### config.mk
export PLATFORM = sky130hd
export DESIGN_NAME = ppm_tx_encoder
export DESIGN_NICKNAME = d
export VERILOG_FILES = /design/src/rtl/ppm_pkg.sv /design/src/rtl/ppm_tick_gen.sv /design/src/rtl/ppm_tx_encoder.sv
export SDC_FILE = /design/constraint.sdc
export NUM_CORES = 1
export LEC_CHECK = 0
export ABC_AREA = 1
export BUFFER_PORTS_ARGS = -buffer_cell sky130_fd_sc_hd__buf_4
export CAP_MARGIN = 20
export CORE_AREA = 2 2 131 229
export DETAILED_ROUTE_END_ITERATION = 8
export DIE_AREA = 0 0 133 231
export PLACE_DENSITY_LB_ADDON = 0.08
export REMOVE_ABC_BUFFERS = 1
export SYNTH_ARGS = -nofsm -noshare
export SYNTH_HDL_FRONTEND = slang
export SYNTH_HIERARCHICAL = 1
export SYNTH_SLANG_ARGS = --single-unit
### constraint.sdc
create_clock -name clk -period 8.6 [get_ports clk]
set_input_delay 0.43 -clock clk [delete_from_list [all_inputs] [get_ports clk]]
set_output_delay 0.43 -clock clk [all_outputs]
set_load 0.005 [all_outputs]
### src/rtl/ppm_pkg.sv
// rtl/ppm_pkg.sv - shared PPM types, limits and transmit FSM state encoding
package ppm_pkg;

    typedef logic [7:0] ppm_chan_t;

    localparam int PPM_MAX_CHANNELS = 8;

    typedef enum logic [2:0] {
        IDLE,
        PULSE,
        GAP,
        TERM,
        SYNC
    } ppm_tx_state_t;

endpackage

### src/rtl/ppm_tick_gen.sv
// rtl/ppm_tick_gen.sv - free-running prescaler producing a one-cycle tick_en every CLKS_PER_TICK clocks
//   clk      in  clock
//   reset    in  synchronous, active-high
//   tick_en  out high on the wrap cycle of the prescaler
module ppm_tick_gen #(
    parameter int CLKS_PER_TICK = 200
) (
    input  logic clk,
    input  logic reset,
    output logic tick_en
);

    localparam int CW = (CLKS_PER_TICK > 1) ? $clog2(CLKS_PER_TICK) : 1;
    localparam logic [CW-1:0] LAST = CW'(CLKS_PER_TICK - 1);

    logic [CW-1:0] count;

    always_ff @(posedge clk) begin
        if (reset) begin
            count <= '0;
        end else if (count == LAST) begin
            count <= '0;
        end else begin
            count <= count + CW'(1);
        end
    end

    assign tick_en = (count == LAST);

endmodule

### src/rtl/ppm_tx_encoder.sv
// rtl/ppm_tx_encoder.sv - RC PPM pulse-train transmitter with per-frame channel snapshot
//   clk          in  clock
//   reset        in  synchronous, active-high
//   enable       in  1 = continuous frames, 0 = stop after the current frame
//   channels     in  NUM_CHANNELS x 8-bit channel values
//   ppm_out      out PPM line, idle low, pulses high
//   frame_start  out one-cycle strobe on the first cycle of each frame
//   busy         out high while a frame (PULSE/GAP/TERM/SYNC) is in progress
//   slot_index   out slot being transmitted; terminal pulse and sync report NUM_CHANNELS-1
module ppm_tx_encoder
    import ppm_pkg::*;
#(
    parameter int NUM_CHANNELS   = 8,
    parameter int CLKS_PER_TICK  = 200,
    parameter int PULSE_TICKS    = 75,
    parameter int BASE_TICKS     = 250,
    parameter int FRAME_TICKS    = 5625,
    parameter int MIN_SYNC_TICKS = 1000
) (
    input  logic       clk,
    input  logic       reset,
    input  logic       enable,
    input  logic [7:0] channels [0:NUM_CHANNELS-1],
    output logic       ppm_out,
    output logic       frame_start,
    output logic       busy,
    output logic [2:0] slot_index
);

    localparam logic [2:0]  LAST_SLOT  = 3'(NUM_CHANNELS - 1);
    localparam logic [15:0] PULSE_LOAD = 16'(PULSE_TICKS - 1);
    localparam logic [15:0] FRAME_T    = 16'(FRAME_TICKS);
    localparam logic [15:0] MIN_SYNC   = 16'(MIN_SYNC_TICKS);

    ppm_tx_state_t state;
    logic [15:0]   cnt;
    logic [15:0]   frame_ticks;
    ppm_chan_t     shadow [0:NUM_CHANNELS-1];
    logic          tick_en;

    ppm_tick_gen #(
        .CLKS_PER_TICK(CLKS_PER_TICK)
    ) u_tick_gen (
        .clk    (clk),
        .reset  (reset),
        .tick_en(tick_en)
    );

    // Value of the slot currently on air; a mux keeps the 3-bit index in range
    // when fewer than eight channels are configured.
    ppm_chan_t cur_val;
    always_comb begin
        cur_val = '0;
        for (int i = 0; i < NUM_CHANNELS; i++) begin
            if (slot_index == 3'(i)) cur_val = shadow[i];
        end
    end

    // Gap after the pulse so that leading edges are BASE_TICKS+value apart.
    logic [15:0] gap_load;
    assign gap_load = 16'(BASE_TICKS) + {8'd0, cur_val} - 16'(PULSE_TICKS) - 16'd1;

    // frame_ticks excludes the tick that ends TERM, hence the +1. The clamp
    // compares before subtracting so the 16-bit difference can never wrap.
    logic [15:0] elapsed;
    logic [15:0] sync_len;
    always_comb begin
        elapsed  = frame_ticks + 16'd1;
        sync_len = MIN_SYNC;
        if (elapsed < FRAME_T && (FRAME_T - elapsed) > MIN_SYNC) begin
            sync_len = FRAME_T - elapsed;
        end
    end

    // A new frame begins from IDLE or directly at the end of SYNC, so back-to-back
    // frames have no idle tick between them.
    logic start_now;
    assign start_now = tick_en && enable &&
                       ((state == IDLE) || (state == SYNC && cnt == 16'd0));

    always_ff @(posedge clk) begin
        if (reset) begin
            state       <= IDLE;
            cnt         <= '0;
            frame_ticks <= '0;
            ppm_out     <= 1'b0;
            frame_start <= 1'b0;
            busy        <= 1'b0;
            slot_index  <= '0;
            for (int i = 0; i < NUM_CHANNELS; i++) shadow[i] <= '0;
        end else begin
            frame_start <= 1'b0;
            if (tick_en && state != IDLE) frame_ticks <= frame_ticks + 16'd1;

            if (start_now) begin
                for (int i = 0; i < NUM_CHANNELS; i++) shadow[i] <= channels[i];
                slot_index  <= '0;
                frame_ticks <= '0;
                frame_start <= 1'b1;
                state       <= PULSE;
                ppm_out     <= 1'b1;
                busy        <= 1'b1;
                cnt         <= PULSE_LOAD;
            end else if (tick_en && state != IDLE) begin
                if (cnt != 16'd0) begin
                    cnt <= cnt - 16'd1;
                end else begin
                    case (state)
                        PULSE: begin
                            state   <= GAP;
                            ppm_out <= 1'b0;
                            cnt     <= gap_load;
                        end
                        GAP: begin
                            if (slot_index < LAST_SLOT) begin
                                slot_index <= slot_index + 3'd1;
                                state      <= PULSE;
                            end else begin
                                state <= TERM;
                            end
                            ppm_out <= 1'b1;
                            cnt     <= PULSE_LOAD;
                        end
                        TERM: begin
                            state   <= SYNC;
                            ppm_out <= 1'b0;
                            cnt     <= sync_len - 16'd1;
                        end
                        SYNC: begin
                            state <= IDLE;
                            busy  <= 1'b0;
                        end
                        default: begin
                            state <= IDLE;
                            busy  <= 1'b0;
                        end
                    endcase
                end
            end
        end
    end

endmodule

# Word level (Yosys, flattened, before mapping)

Memories as Yosys holds them, arrays and structs flattened.
Cells that the tools add are included.

Bits of input ports: 67
Register bits after elaboration: 49
Logic and storage cells: 111
Memory bits (writable): 64
Output and inout bits: 6
Memories kept: 1

Memory list:

| memory | words | width | rd ports | clocked after memory_dff | write ports | line                 | source |
|---|---|---|---|---|---|---|---|
| shadow | 8     | 8     | 8        | 0                        | 8           | ppm_tx_encoder.sv:38 | `ppm_chan_t shadow [0:NUM_CHANNELS-1];` |

Reduce and logical (&&, ||, !) cells: 26
Equality and inequality tests: 14
Muxes and demuxes: 39
Add/sub/neg operators: 9
Bitwise logic cells: 9
$lt $le $gt $ge: 3

Operators with widths:

| operator                                                     | number |
|---|---|
| two-way mux 8 bit                                            | 16 |
| one-hot mux 16 bit (3 select lines)                          | 1 |
| two-way mux 16 bit                                           | 2 |
| subtractor 16 x 1 -> 16 bit, second input constant           | 2 |
| adder 16 x 1 -> 16 bit, second input constant                | 1 |
| > comparator 16 x 10 -> 1 bit, second input constant         | 1 |
| logical NOT 16 bit                                           | 1 |
| less-than comparator 16 x 13 -> 1 bit, second input constant | 1 |
| nonzero test 16 bit                                          | 1 |
| subtractor 13 x 16 -> 16 bit, first input constant           | 1 |
| equality test 3 bit, second input constant                   | 5 |
| two-way mux 1 bit                                            | 15 |
| two-way mux 7 bit                                            | 2 |
| equality test 3 x 2 -> 1 bit, second input constant          | 4 |
| subtractor 10 x 2 -> 11 bit, second input constant           | 1 |
| subtractor 9 x 7 -> 10 bit, second input constant            | 1 |
| adder 8 x 8 -> 9 bit, first input constant                   | 1 |
| one-hot mux 3 bit (3 select lines)                           | 1 |
| adder 8 x 1 -> 8 bit, second input constant                  | 1 |
| equality test 8 bit, second input constant                   | 1 |
| OR 1 bit                                                     | 8 |
| AND reduction 2 bit                                          | 4 |
| equality test 3 x 1 -> 1 bit, second input constant          | 2 |
| logical NOT 3 bit                                            | 2 |
| other kinds (17)                                             | 25 |

# Longest topological paths before layout

Gate-level depths: netlist of the first run.

Depth in word-level cells: 16
Depth in mapped cells: 31
Mapped depth without buffers: 31

# Modules after synthesis

The synthesis of the first run kept the hierarchy.

By module, submodules not included:

| module         | times used | cells each | area each (sq um) |
|---|---|---|---|
| ppm_tx_encoder | 1          | 947        | 6756.5 |
| ppm_tick_gen   | 1          | 56         | 405.4 |

# Worst setup path before layout of the first run

OpenSTA, ideal clock, no wires.

Kind: register to register
Start point: reg cnt[0]
End point: mem shadow[0][0] (netlist name) (enable)
Required time: 8.145 ns
Path slack: 4.250 ns
Library setup time: 0.455 ns
Data arrival time: 3.896 ns
Stages on the path, launching flop included: 13
Path through: dfxtp_1 inv_1 ha_1 nand2_1 nor3_1 inv_1 or3_1 nor2_1 nand3_1 a21oi_1 nor2_1 inv_1 clkbuf_1

RTL lines:

| what                   | line                  | source |
|---|---|---|
| start, declared        | ppm_tx_encoder.sv:36  | `logic [15:0] cnt;` |
| start signal, assigned | ppm_tx_encoder.sv:106 | `cnt <= cnt - 16'd1;` |
| start signal, assigned | ppm_tx_encoder.sv:112 | `cnt <= gap_load;` |
| start signal, assigned | ppm_tx_encoder.sv:127 | `cnt <= sync_len - 16'd1;` |
| end, declared          | ppm_tx_encoder.sv:38  |  |

# Worst setup path in the final report of the first run

Start point: reg slot_index[1]
End point: reg cnt[8]

Longest elaborated chain between the ends: 14
Elaborated cells on any way between the ends: 21
Classes of those cells: add/sub: 3; eq/ne: 7; mux: 10; reduce/logical: 1

Ends and longest elaborated chain:

| what                                    | line                  | source |
|---|---|---|
| start, declared                         | ppm_tx_encoder.sv:27  | `output logic [2:0] slot_index` |
| start signal, assigned                  | ppm_tx_encoder.sv:116 | `slot_index <= slot_index + 3'd1;` |
| logical NOT 3 bit                       | ppm_tx_encoder.sv:55  | `if (slot_index == 3'(i)) cur_val = shadow[i];` |
| two-way mux 8 bit (7 in a row)          | ppm_tx_encoder.sv:55  |  |
| two-way mux 8 bit (*)                   | ppm_tx_encoder.sv:55  |  |
| adder 8 x 8 -> 9 bit (*)                | ppm_tx_encoder.sv:61  | `assign gap_load = 16'(BASE_TICKS) + {8'd0, cur_val} - 16'(PULSE_TICKS) - 16'd1;` |
| subtractor 9 x 7 -> 10 bit (*)          | ppm_tx_encoder.sv:61  |  |
| subtractor 10 x 2 -> 11 bit (*)         | ppm_tx_encoder.sv:61  |  |
| one-hot mux 16 bit (3 select lines) (*) | ppm_tx_encoder.sv:108 | `case (state)` |
| two-way mux 16 bit (*)                  | ppm_tx_encoder.sv:105 | `if (cnt != 16'd0) begin` |

Every way passes the cells marked *; elsewhere a longest branch is shown, timed or not.
A chain may end at the register's enable or synchronous reset.

==> results.cfg, run 1 <==
[logic_synthesis]
synth-xor-area-share_pct = 2.31
synth_seq_cells = 113
synthDominantCellAreaShare_pct = 26.8
synthSimpleGateAreaFrac_pct = 33.5
synth_compound_area_share_pct = 10.5
synth.avg_cell_area_um2 = 7.14
yosysTopAreaCell = edfxtp_1
synth_area_leaders = edfxtp_1, dfxtp_1, nand2_1, nor2_1, inv_1
async_flop_share_pct = 0
ys.flop_type = edfxtp_1
yosys_warnings = 6
netlist_area_um2 = 7160
synthTopCellsByCount = nand2_1, nor2_1, inv_1, nand3_1, edfxtp_1
syn_inst = 1003
synth_top_family_by_area = simple AND/OR/NAND/NOR gates
synth_edf_count = 64
post-synth-top-count-cell = nand2_1
synthMuxAreaShare_pct = 0
synthDistinctLibCells = 45
synthAdderAreaFrac_pct = 2.80
ys_seq_area_share_pct = 40.5

[drt]
avgViaCountPerCell = 4.37
wl_per_cell_um = 14.6
via_count = 6406
drt_iter0_drc = 151
drc = 0
antenna_left = 0
dr.pass1.iters = 4
postRouteWirelength_mm = 21.4

[timing]
worstMarginPinSlew_ns = 0.919
period_needed_ns = 4.16
hold_ws_ns = 0.289
finalWorstSetupSlack_ns = 4.44
period_share_pct = 48.3
setup_viol = 0
finalHoldViolCount = 0
tns_ns = 0
fin_skew_ns = 0.00765
slew_headroom_pct = 38.7
slew_viol_final = 0
fmax_ghz = 0.241
rsz0062_at_grt = no

[clocking]
clock_path_buffers = 2
insertion_delay_ns = 0.43
cts_root_buf = clkbuf_16
cts_resized = 0
cts_tree = built
numCtsBuffers = 17
cts.sinks = 113
post-cts-setup-buffer-count = 0
cts_hold_buffers = 0
htreeDepth = 4
path_clk_slew_ns = 0.06

[power_and_ir_drop]
clkPwrFrac_pct = 50.0
combPwrFrac_pct = 5.5
switching_share_pct = 22.6
seqPwrFrac_pct = 44.4
p_leak_nw = 3.83
total_power_mw = 1.34
ir_drop_v = 0.000133
p_switching_mw = 0.303
p_int_mw = 1.04
power_density_nw_per_um2 = 155

[global_route]
gr-usage-all-layers_pct = 14.5
grt_max_degree = 69
grt-ovfl-total = 0
antenna_found_initial = 0
grt_pass1_vias = 6587
grt_first_pass_wirelength_mm = 34.2

[cells_and_area]
nNetsFinal = 1156
utilization_pct = 29.9
diodes = 0
stdcell_area_um2 = 8650
synthToLayoutAreaGrowth_pct = 20.8
final_cells = 1466
drive_gt1_share_pct = 14.4

[critical_path]
crit_type = flop to flop
cp_slowest_cell = nor2_1
crit_top_cell = nand2_1
crit_path_end_kind = flop
path_max_fanout = 9
slowest_delay_ns = 0.52
worstPathRequired_ns = 8.87
start_kind = flop
arrival_ns = 4.42

[floorplan]
std_cell_rows = 83
die_area_um2 = 30700
die_w_um = 133
core_um2 = 29000
die_h_um = 231
ioPinCount = 73
initial_core_util_pct = 24.7

[job]
maxCapViolCount = 0

[placement]
io_buffers = 72
place_inst = 1436
place_area_um2 = 8100
gp_congestion = 0.826
pre_cts_slack_ns = 4.29
place_hpwl_mm = 16.8

[worst_hold_path]
min_path_type = input port to flop

[run_status]
status = finished, final reports clean
-- cell usage in the layout (no fill, tap or decap), types with 9 or more instances in the layout --
master,count
a211oi_1,15
a21oi_1,40
buf_4,75
clkbuf_16,17
clkinv_1,9
dfxtp_1,49
edfxtp_1,64
ha_1,16
inv_1,158
inv_2,9
nand2_1,219
nand2_2,12
nand3_1,78
nand4_1,12
nor2_1,165
o211ai_1,13
o21ai_0,36
xor2_1,11
-- registers in the layout (all words and copies together) (netlist names) --
signal            count
busy                  1
frame_start           1
u_tick_gen/count      8
slot_index            3
ppm_out               1
cnt                  16
frame_ticks          16
shadow               64
state                 3
-- routing by layer --
metal  vias to the layer above  part of all wire (%)  global-route usage (%)
li1                       3365                     -                       -
met1                      2929                    36                    13.5
met2                        85                    59                    29.8
met3                        27                   2.7                    2.70
met4                         0                   2.5                    6.49
met5                         -                     0                       0
-- logic make-up after synthesis --
logic type | Yosys count
AND/OR/NAND/NOR | 537
buffers and inverters | 195
AO/OA/AOI/OAI | 124
adder cells (fa/ha/maj) | 16
flip-flops | 113
XOR/XNOR | 18
-- power groups by stage --
stage / clock (mW) / combinational (mW) / sequential (mW)
after floorplan: 0 / 0.0368 / 0.606
after global placement: 0 / 0.0774 / 0.608
after detailed placement: 0 / 0.0774 / 0.608
after CTS: 0.695 / 0.0777 / 0.596
after global routing: 0.714 / 0.0853 / 0.598
final: 0.672 / 0.0744 / 0.596
-- path summary, 6_finish.rpt --
kind	start	to	slack, ns	cells after the start
min reg2reg	u_tick_gen/count[7]	u_tick_gen/count[7]	0.49	2
max	slot_index[1]	cnt[8]	4.44	26
max reg2reg	slot_index[1]	cnt[8]	4.44	26
min	channels[5]	shadow[1][29]	0.29	3
-- cell type report --
| class | count | area (um^2) |
|---|---|---|
| clock buffer | 17 | 425 |
| clock inverter | 13 | 123 |
| fill | 3262 | 20300 |
| inverter | 171 | 643 |
| multi-input combinational | 695 | 3510 |
| sequential | 113 | 2900 |
| tap | 382 | 478 |
| timing repair buffer | 75 | 563 |
-- worst max-delay path: cells and delay by family, from the launching register on --
family                   cells  cell delay (ns)
adder cells (fa/ha/maj)      2             0.44
AND/OR/NAND/NOR             16             1.97
buffers and inverters        2             0.37
AO/OA/AOI/OAI                6             0.86
flip-flops                   1             0.36
(Power assumes the default switching activity.)
==> inputs of run 2 (changes only) <==
- clock period: 8.6 -> 3.65 ns (I/O delays scaled with it)
==> run 2 against run 1 <==
Effect of this change:
- die area unchanged
- via count is 3.6% higher
- hold slack lost 0.26 ns
- total power up 140%
- register-to-register slack got worse by 4.1 ns
- largest power group unchanged
- critical endpoint unchanged
- cell count up 3.6%
- wire length up 2.9%
- combinational power grew to 2.5 times the previous value
- critical path type unchanged
- non-clock buffer count is 52 higher
- core utilization increased by 1.9 points
- fmax grew 26%
==> results.cfg, run 2 (synthesis gave the netlist of run 1 again) <==
[run_status]
status = finished, final reports clean

[timing]
period_needed_ns = 3.31
finalWorstSetupSlack_ns = 0.341
hold_ws_ns = 0.0271
period_share_pct = 90.7
worstMarginPinSlew_ns = 0.552
slew_viol_final = 0
setup_viol = 0
finalHoldViolCount = 0
fmax_ghz = 0.302
rsz0062_at_grt = no
fin_skew_ns = 0.00724
slew_headroom_pct = 62.9

[critical_path]
path_max_fanout = 6
slowest_delay_ns = 0.38
crit_buf_inv = 3
worstPathRequired_ns = 3.97
crit_type = flop to flop
crit_top_cell = nand2_1
start_kind = flop
crit_path_end_kind = flop
path_cells = ha_1 > ha_4 > inv_1 > o211ai_1 > nand3_1 > o21ai_0 > nand2_1 > a22oi_1 > buf_4 > ha_1 > nand3_2 > nand3_1 > nand2_1 > inv_1 > nand2_1 > nand2_2 > nand2_2 > nor2_1 > nand2_1 > o21ai_1 > nand3_1 > nand2_1 > a21oi_1
rrSetupSlack_ns = 0.34
cp_slowest_cell = dfxtp_4
crit_family = simple AND/OR/NAND/NOR gates
arrival_ns = 3.63

[power_and_ir_drop]
power_density_nw_per_um2 = 355
ir_drop_v = 0.000337
p_leak_nw = 4.13

[clocking]
cts_root_buf = clkbuf_16
htreeDepth = 4
path_clk_slew_ns = 0.06
cts_tree = built
clock_path_buffers = 2
numCtsBuffers = 17
cts.sinks = 113
insertion_delay_ns = 0.43

[floorplan]
die_area_um2 = 30700
die_w_um = 133
ioPinCount = 73
initial_core_util_pct = 24.7
die_h_um = 231
core_um2 = 29000
std_cell_rows = 83

[cells_and_area]
largestRegisters = shadow x64, cnt x16, frame_ticks x16
nNetsFinal = 1208
mostFrequentLayoutCells = nand2_1, nor2_1, inv_1
synthToLayoutAreaGrowth_pct = 28.5
largest_register_ffs = 64
top_register = shadow
diodes = 0
final_common_cell = nand2_1
drive_gt1_share_pct = 20.5

[drt]
via_count = 6638
drc = 0
wl_per_cell_um = 14.5
avgViaCountPerCell = 4.37
drt_iter0_drc = 161
antenna_left = 0
dr.pass1.iters = 4
postRouteWirelength_mm = 22.0

[global_route]
grt_first_pass_wirelength_mm = 35.0
grt_max_degree = 51
grt_pass1_vias = 6854
antenna_found_initial = 0
gr-usage-all-layers_pct = 15.0
grt-ovfl-total = 0

[placement]
gp_congestion = 0.787
io_buffers = 72
place_hpwl_mm = 17.5
pre_cts_slack_ns = -0.132

[job]
maxCapViolCount = 0

[worst_hold_path]
min_path_type = input port to flop
-- run 2: cell count changes in the layout (fill, tap and decap cells not counted), moves of 5 or more --
cell / before / now
buf_4: 75 / 122
clkinv_1: 9 / 4
ha_1: 16 / 11
nor2_1: 165 / 160
-- run 2: worst register-to-register path, delay by kind of cell (launching register included) --
kind | cells | cell delay (ns)
AND/OR/NAND/NOR | 12 | 1.06
AO/OA/AOI/OAI | 5 | 0.83
adder cells (fa/ha/maj) | 3 | 0.60
flip-flops | 1 | 0.38
buffers and inverters | 3 | 0.32
-- run 2: area by class of cell --
type,count,area [um^2]
flip-flops and latches,113,2910
well taps,382,478
multi-input cells,695,3590
inverters,171,643
repair buffers,127,998
clock buffers,17,425
clock inverters,14,158
fillers,3192,19800
-- run 2: path summary, 6_finish.rpt --
path,from,end,depth (start not counted)
worst max register to register,slot_index[0],cnt[8],23
worst max-delay path,slot_index[0],cnt[8],23
worst min-delay path,channels[7],shadow[1][31],3
worst min register to register,cnt[4],cnt[4],2
-- run 2: stage by stage --
step,cell area (um^2),setup TNS (ns),utilization [%],power [mW],instances
floorplan,7060,-24.50,-,1.51,979
global placement,8510,-0.306,29.4,1.62,1485
detailed placement,8510,-0.238,29.4,1.62,1485
CTS,9100,0,31.4,3.33,1516
global route,9200,0,31.8,3.39,1519
finish,9200,0,31.8,3.27,1519
-- run 2: power by group --
part | internal [mW] | leakage [nW] | switching, mW | total, mW
clock | 1.01 | 0.272 | 0.671 | 1.68
combinational | 0.0868 | 2.85 | 0.101 | 0.188
sequential | 1.39 | 1.01 | 0.0155 | 1.40
total | 2.48 | 4.13 | 0.788 | 3.27
-- run 2: timing repair --
item	CTS	global route
endpoints found under the setup margin	2	7
pin swaps	0	4
setup buffers	0	3
hold buffers	0	0
gates resized for setup	5	27
-- run 2: routing by layer --
| layer | GRT usage, % | share of wire (%) | vias up |
|---|---|---|---|
| met5 | 0 | 0 | - |
| met4 | 6.25 | 2.6 | 0 |
| met3 | 2.90 | 3.0 | 30 |
| met2 | 30.9 | 59 | 101 |
| met1 | 13.9 | 35 | 3042 |
| li1 | - | - | 3465 |
